--- config.mk ---
export PLATFORM = sky130hd
export DESIGN_NAME = dsp_macc_vector_seq
export DESIGN_NICKNAME = d
export VERILOG_FILES = /design/src/rtl/dsp_macc_pkg.sv /design/src/rtl/dsp_macc_vector_seq.sv
export SDC_FILE = /design/constraint.sdc
export NUM_CORES = 1
export LEC_CHECK = 0
export ABC_AREA = 1
export BUFFER_PORTS_ARGS = -buffer_cell sky130_fd_sc_hd__buf_2
export CORE_UTILIZATION = 35
export CTS_BUF_LIST = sky130_fd_sc_hd__clkbuf_4
export DETAILED_ROUTE_END_ITERATION = 12
export GPL_TIMING_DRIVEN = 0
export PLACE_DENSITY = 0.7
export SLEW_MARGIN = 5
export SYNTH_ARGS = -nofsm -noshare
export SYNTH_HDL_FRONTEND = slang
export SYNTH_SLANG_ARGS = --single-unit
--- constraint.sdc ---
create_clock -name clk -period 2.8 [get_ports clk]
set_clock_uncertainty 0.1 [all_clocks]
set_input_delay 0.14 -clock clk [delete_from_list [all_inputs] [get_ports clk]]
set_output_delay 0.14 -clock clk [all_outputs]
set_load 0.01 [all_outputs]
--- src/rtl/dsp_macc_pkg.sv ---
// Shared widths, DSP feedback codes and sequencer state encoding for the
// vector dot-product sequencer.
package dsp_macc_pkg;

  localparam int A_W = 20;
  localparam int B_W = 18;
  localparam int Z_W = 38;

  localparam logic [2:0] FB_ACCUM = 3'd0;
  localparam logic [2:0] FB_LOAD  = 3'd1;

  typedef enum logic [1:0] {
    IDLE  = 2'd0,
    ACCUM = 2'd1,
    FLUSH = 2'd2,
    HOLD  = 2'd3
  } state_t;

endpackage

--- src/rtl/dsp_macc_vector_seq.sv ---
// Dot-product sequencer: feeds operand pairs into a registered-input DSP MACC
// slice, waits out the slice pipeline and presents the accumulated result.
module dsp_macc_vector_seq
  import dsp_macc_pkg::*;
#(
  parameter int DSP_LAT = 2,
  parameter int MAX_LEN = 1024,
  parameter int CNT_W   = $clog2(MAX_LEN + 1)
) (
  input  logic             clk,
  input  logic             reset,
  // Handshakes: a transfer happens in any cycle where valid & ready are both
  // high at the rising edge; valid never waits on ready, and a held-off
  // producer keeps its payload stable until it is accepted.
  input  logic             s_valid,
  output logic             s_ready,
  input  logic [A_W-1:0]   s_a,
  input  logic [B_W-1:0]   s_b,
  input  logic             s_last,
  output logic [A_W-1:0]   dsp_a,
  output logic [B_W-1:0]   dsp_b,
  output logic             dsp_load_acc,
  output logic [2:0]       dsp_feedback,
  input  logic [Z_W-1:0]   dsp_z,
  output logic             m_valid,
  input  logic             m_ready,
  output logic [Z_W-1:0]   m_data,
  output logic [CNT_W-1:0] m_count,
  output logic             m_trunc,
  output logic [1:0]       o_dbg_state
);

  localparam int FL_W = (DSP_LAT > 1) ? $clog2(DSP_LAT) : 1;

  state_t           r_state;
  state_t           w_state_nxt;
  logic [CNT_W-1:0] r_elem_cnt;
  logic [CNT_W-1:0] w_elem_cnt_nxt;
  logic [CNT_W-1:0] w_elem_cnt_inc;
  logic             r_trunc;
  logic             w_trunc_nxt;
  logic [FL_W-1:0]  r_flush_cnt;
  logic [FL_W-1:0]  w_flush_cnt_nxt;
  logic             w_capture;
  logic             w_hs;
  logic [Z_W-1:0]   r_m_data;
  logic [CNT_W-1:0] r_m_count;
  logic             r_m_trunc;

  assign s_ready        = (r_state == IDLE) || (r_state == ACCUM);
  assign w_hs           = s_valid & s_ready;
  assign dsp_a          = s_a;
  assign dsp_b          = s_b;
  assign dsp_load_acc   = w_hs;
  // Only a continuing vector accumulates; every fresh vector reloads the slice.
  assign dsp_feedback   = (r_state == ACCUM) ? FB_ACCUM : FB_LOAD;
  assign m_valid        = (r_state == HOLD);
  assign m_data         = r_m_data;
  assign m_count        = r_m_count;
  assign m_trunc        = r_m_trunc;
  assign o_dbg_state    = r_state;
  assign w_elem_cnt_inc = r_elem_cnt + CNT_W'(1);

  always_comb begin
    w_state_nxt     = r_state;
    w_elem_cnt_nxt  = r_elem_cnt;
    w_trunc_nxt     = r_trunc;
    w_flush_cnt_nxt = r_flush_cnt;
    w_capture       = 1'b0;
    case (r_state)
      IDLE: begin
        if (w_hs) begin
          w_elem_cnt_nxt = CNT_W'(1);
          if (s_last || (MAX_LEN == 1)) begin
            w_state_nxt     = FLUSH;
            w_trunc_nxt     = !s_last;
            w_flush_cnt_nxt = FL_W'(DSP_LAT - 1);
          end else begin
            w_state_nxt = ACCUM;
          end
        end
      end
      ACCUM: begin
        if (w_hs) begin
          w_elem_cnt_nxt = w_elem_cnt_inc;
          if (s_last) begin
            w_state_nxt     = FLUSH;
            w_trunc_nxt     = 1'b0;
            w_flush_cnt_nxt = FL_W'(DSP_LAT - 1);
          end else if (w_elem_cnt_inc == CNT_W'(MAX_LEN)) begin
            w_state_nxt     = FLUSH;
            w_trunc_nxt     = 1'b1;
            w_flush_cnt_nxt = FL_W'(DSP_LAT - 1);
          end
        end
      end
      FLUSH: begin
        // The slice needs DSP_LAT cycles after the last operand to show it on dsp_z.
        if (r_flush_cnt == '0) begin
          w_capture   = 1'b1;
          w_state_nxt = HOLD;
        end else begin
          w_flush_cnt_nxt = r_flush_cnt - FL_W'(1);
        end
      end
      HOLD: begin
        if (m_ready) begin
          w_state_nxt    = IDLE;
          w_elem_cnt_nxt = '0;
          w_trunc_nxt    = 1'b0;
        end
      end
      default: w_state_nxt = IDLE;
    endcase
  end

  always_ff @(posedge clk or posedge reset) begin
    if (reset) begin
      r_state     <= IDLE;
      r_elem_cnt  <= '0;
      r_trunc     <= 1'b0;
      r_flush_cnt <= '0;
      r_m_data    <= '0;
      r_m_count   <= '0;
      r_m_trunc   <= 1'b0;
    end else begin
      r_state     <= w_state_nxt;
      r_elem_cnt  <= w_elem_cnt_nxt;
      r_trunc     <= w_trunc_nxt;
      r_flush_cnt <= w_flush_cnt_nxt;
      if (w_capture) begin
        r_m_data  <= dsp_z;
        r_m_count <= r_elem_cnt;
        r_m_trunc <= r_trunc;
      end
    end
  end

endmodule
---- Word level (Yosys, flattened, before mapping) ----
Index checks and enable logic that the tools add are counted.
operators by class
  add/sub/neg operators ................... 2
  eq/ne operators ......................... 10
  mux-type cells .......................... 28
  bitwise gates (word level) .............. 1
  reductions and logical operators ........ 9
operators with widths
  cell                     count
  $mux W11                 3
  $pmux W11 S3             1
  $mux W1                  14
  $mux W2                  7
  $add A11 B1 Y11 const B  1
  $eq A11 B11 Y1 const B   1
  $reduce_and A5 Y1        2
  $ne A2 B2 Y1 const B     4
  $pmux W2 S4              1
  $pmux W1 S3              2
  $reduce_and A6 Y1        1
  $reduce_bool A3 Y1       2
  $eq A2 B2 Y1 const B     2
  $reduce_and A4 Y1        1
  $ne A3 B2 Y1 const B     1
  $eq A2 B1 Y1 const B     1
  $logic_not A2 Y1         1
  $ne A2 B1 Y1 const B     1
  $and A1 B1 Y1            1
  $logic_not A1 Y1         1
  $logic_or A1 B1 Y1       1
  $sub A1 B1 Y1 const B    1
word-level totals
  register bits after elaboration ......... 65
  input port bits ......................... 81
  output and inout bits ................... 96
  logic and storage cells ................. 57

---- Depth between registers and ports, before layout ----
  depth in word-level cells ............... 6
  gate-level depth with buffers ........... 13

---- Least setup slack after synthesis ----
No wires, ideal clock.
  path kind ............................... register -> register
  from .................................... register r_state[1] (netlist: o_dbg_state[1])
  to ...................................... register r_state[0] (netlist: o_dbg_state[0])
  library setup time ...................... 0.117 ns
  arrival ................................. 1.675 ns
  slack ................................... 0.908 ns
  stages on the path, launching flop included .. 11
  buffers on the path ..................... 0
  period minus slack after synthesis ...... 1.892 ns
  path through ............................ dfrtp_1 > inv_1 > ha_1 > inv_2 > nand2_1 > nand2_1 > inv_1 > a221oi_1 > nand2_2 > nand2_1 > nand2_1
between the ends
  cells in the longest elaborated chain, start to end .. 5
  elaborated cells between the ends (all ways) .. 13
  classes of those cells .................. 8 x eq/ne; 1 x mux; 1 x bitwise; 3 x reduce/logical
ends and longest elaborated chain
  what                                                     line                        source
  start, declared                                          dsp_macc_vector_seq.sv:35   state_t r_state;
  start signal, assigned                                   dsp_macc_vector_seq.sv:127  r_state <= w_state_nxt;
  $eq A2 B1 Y1 / $logic_not A2 Y1 (equally long branches)  dsp_macc_vector_seq.sv:50   assign s_ready = (r_state == IDLE) || (r_state == ACCUM);
  $logic_or A1 B1 Y1 *                                     dsp_macc_vector_seq.sv:50
  named net s_ready                                        dsp_macc_vector_seq.sv:16   output logic s_ready,
  $and A1 B1 Y1 *                                          dsp_macc_vector_seq.sv:51   assign w_hs = s_valid & s_ready;
  $ne A2 B2 Y1 (no source line)                            -
  $reduce_and A5 Y1 (no source line) *                     -
Mark *: on every way through the listed nets, which the timed path passes. The rest lies on a longest branch.
A chain may end at the register's enable or synchronous reset.

---- Final worst setup path ----
  from .................................... register r_state[0] (netlist: o_dbg_state[0])
  to ...................................... register r_m_data[27] (netlist: m_data[27])
between the ends
  cells in the longest elaborated chain, start to end .. 2
ends and longest elaborated chain
  what                  line                        source
  $eq A2 B2 Y1          dsp_macc_vector_seq.sv:70   case (r_state)
  $mux W1               dsp_macc_vector_seq.sv:70
  end signal, assigned  dsp_macc_vector_seq.sv:132  r_m_data <= dsp_z;
  end, declared         dsp_macc_vector_seq.sv:46   logic [Z_W-1:0] r_m_data;
No other way between the ends.

==> metrics <==
maximum VDD drop just over 300 uV; Fmax achieved ~470 MHz; CTS tree done; Mapped Cells ~310; final hold vios 0; minimum clock period 2.14 ns; Slowest-stage cell, CP dfrtp_1; post-synthesis sequential element count 65; failing checks design-rule violations; drt via density 4.57; crit-path max FO 10; Setup Buffers After CTS 0; TritonCTS Buffers 9; Die Span Y roughly 100 um; Initial DRC Count 107; global-route wire length before repair approximately 12 mm; element type at the critical path start flip-flop; Final Setup Violations 0; Arr. time, crit path 2.31 ns; Setup TNS 0 ns; WL per Instance between 10 and 15 um; RSZ-0062 raised after global routing no; DRC violations left 26; Hold Path Class input pin to flip-flop; Leakage Power roughly 2.3 nW; dpl ws roughly 0.64 ns; ranking of synthesized cells by area dfrtp_1 (51%), mux2_2 (14%), buf_4 (9.4%); Total GRT Usage 16.2%; TritonRoute pass-1 iters 8; Final ANT Viol Nets 0; clk sinks 65; Total Power roughly 3.8 mW; Final Net Count just under 600; die area 9530 um2; Core ar. 8810 um2; slew at the pin closest to its max-slew limit ~0.80 ns; fill count between 700 and 800; Routability Congestion 0.841; met3 WL roughly 460 um; syn_area_per_cell between 10 and 15 um2; Critical Path Sink Type flip-flop; clock slew at the register clock pins of the worst setup and hold paths roughly 0.11 ns; worst-skew pair later-pin latency approximately 0.4 ns; layout cells sized above 1 approximately half; design area approximately 4600 um2; Pins Over Slew Limit 0; Maximum Capacitance Violations 0; vias 2803; Ports about 180; Yosys top cell area share between 50 and 60%; leading area contributor after synthesis dfrtp_1; internal reg-to-reg setup slack 0.66 ns; diode count 0; synthesis warning total 0; clock root buffer master clkbuf_4; Die Wd around 98 um; post-synth cell types 26; outcome finished, violations left; PwrDens between 800 and 900 nW/um2; num rows 34; Layout area overhead 42.4%; crit-path cells inv_1 > ha_1 > inv_1 > or2_1 > clkbuf_1 > buf_2 > mux2_2; highest routed layer met4; required time worst endpoint 2.97 ns; H-tree depth 3; Port Buffers approximately 140; critical path class flip-flop to flip-flop; Rel. slew slack 46.9%; initial antenna violation count 0; final wirelength between 7 and 8 mm; dpl cell area around 4000 um2; WL met1 3.12 mm; Initial Utilization a little over a third; Final Cycle Share approximately three quarters; commonest non-fill, non-tap cell in the layout buf_2; vias in the first global route about 2800; sequential-to-total area share from yosys stat 50.8%; Max clock buf depth 2; Top cell by count, worst path inv_1; metal2 WL between 3 and 4 mm; Remaining Overflow, GRT 0; Post-DP HPWL between 5 and 6 mm; slowest cell delay on critical path around 0.44 ns; largest net degree at the start of global routing 66; most frequent cells in the layout buf_2 (141), dfrtp_1 (65), nand2_1 (53); synthesized area about 3200 um2; final worst slack between 0.6 and 0.7 ns
[power by group]
| group | switching (mW) | internal, mW | leakage, nW | total (mW) |
|---|---|---|---|---|
| sequential | 0.180 | 1.29 | 0.806 | 1.47 |
| combinational | 0.895 | 0.838 | 1.46 | 1.73 |
| clock | 0.317 | 0.298 | 0.0787 | 0.615 |
[synth_stat cells]
cell and number:
nor2_1 8, conb_1 1, nand2_4 1, nor3_1 1, ha_1 6, nand2_2 5, clkbuf_1 3, inv_1 24
nand3_1 16, inv_2 3, nor2_2 4, mux2_2 39, nor2_4 3, a221oi_1 1, nand2_1 53, nand3_2 2
o21ai_0 19, o211ai_1 1, dfrtp_1 65, o21bai_1 1, or2_1 1, buf_2 5, o22ai_1 5, buf_4 40
nand4_1 2, a21oi_1 3
[registers in the layout, summed over array words and instances, names as in the netlist]
signal,count
m_data,38
m_count,11
r_elem_cnt,11
o_dbg_state,2
m_trunc,1
r_flush_cnt,1
r_trunc,1
[critical path: cells and delay by family (launching register included)]
kind          cells  cell delay (ns)
fa+ha+maj         1             0.23
flops             1             0.44
simple gates      1             0.10
buf+inv           4             0.78
mux               1             0.36
[per-stage QoR]
| step | cells | utilization (%) | hold slack, ns |
|---|---|---|---|
| 5_1_grt | 613 | 51.8 | 0.118 |
| 4_1_cts | 613 | 51.8 | 0.0783 |
| 6_report | 613 | 51.8 | 0.104 |
| 3_3_place_gp | 557 | 45.7 | 0.273 |
| 2_1_floorplan | 313 | - | 0.191 |
| 3_5_place_dp | 557 | 45.7 | 0.261 |
[final cells by class]
type | count | area, um2 | share of cell area (%)
Buffer | 48 | 337 | 7.38
Clock buffer | 12 | 90.1 | 1.98
Clock inverter | 4 | 43.8 | 0.961
Inverter | 27 | 104 | 2.28
Multi-Input combinational cell | 173 | 1140 | 25.0
Sequential cell | 65 | 1630 | 35.7
Tap cell | 108 | 135 | 2.96
Timing Repair Buffer | 176 | 1080 | 23.7
[repair_timing]
action                    CTS  global route
hold endpoints to repair  104             0
hold buffers               40             0
resized for setup           0             0
[path summary, 6_finish.rpt]
check,startpoint,end,cells past startpoint
worst max register to register,o_dbg_state[0],m_data[27],7
worst min-delay path,m_ready,o_dbg_state[1],5
worst max-delay path,o_dbg_state[0],m_data[27],7
worst min register to register,r_trunc,r_trunc,2
min in group asynchronous,reset,m_data[24],3
max in group asynchronous,reset,r_elem_cnt[7],3
[per-layer routing]
metal	track usage [%]	vias to the layer above
met5	0	-
met4	7.34	0
met3	2.95	13
met2	29.4	125
met1	18.4	1310
li1	-	1355
[kinds of logic after synthesis]
group                      after synthesis  share of synthesized area [%]
buffers and inverters                   75                           13.7
DFF                                     65                           50.8
AOI/OAI and AO/OA                       30                           5.16
adders and majority gates                6                           2.34
and+or+nand+nor                         96                           14.2
other                                    1                          0.117
muxes                                   39                           13.7
(Power assumes the default switching activity.)
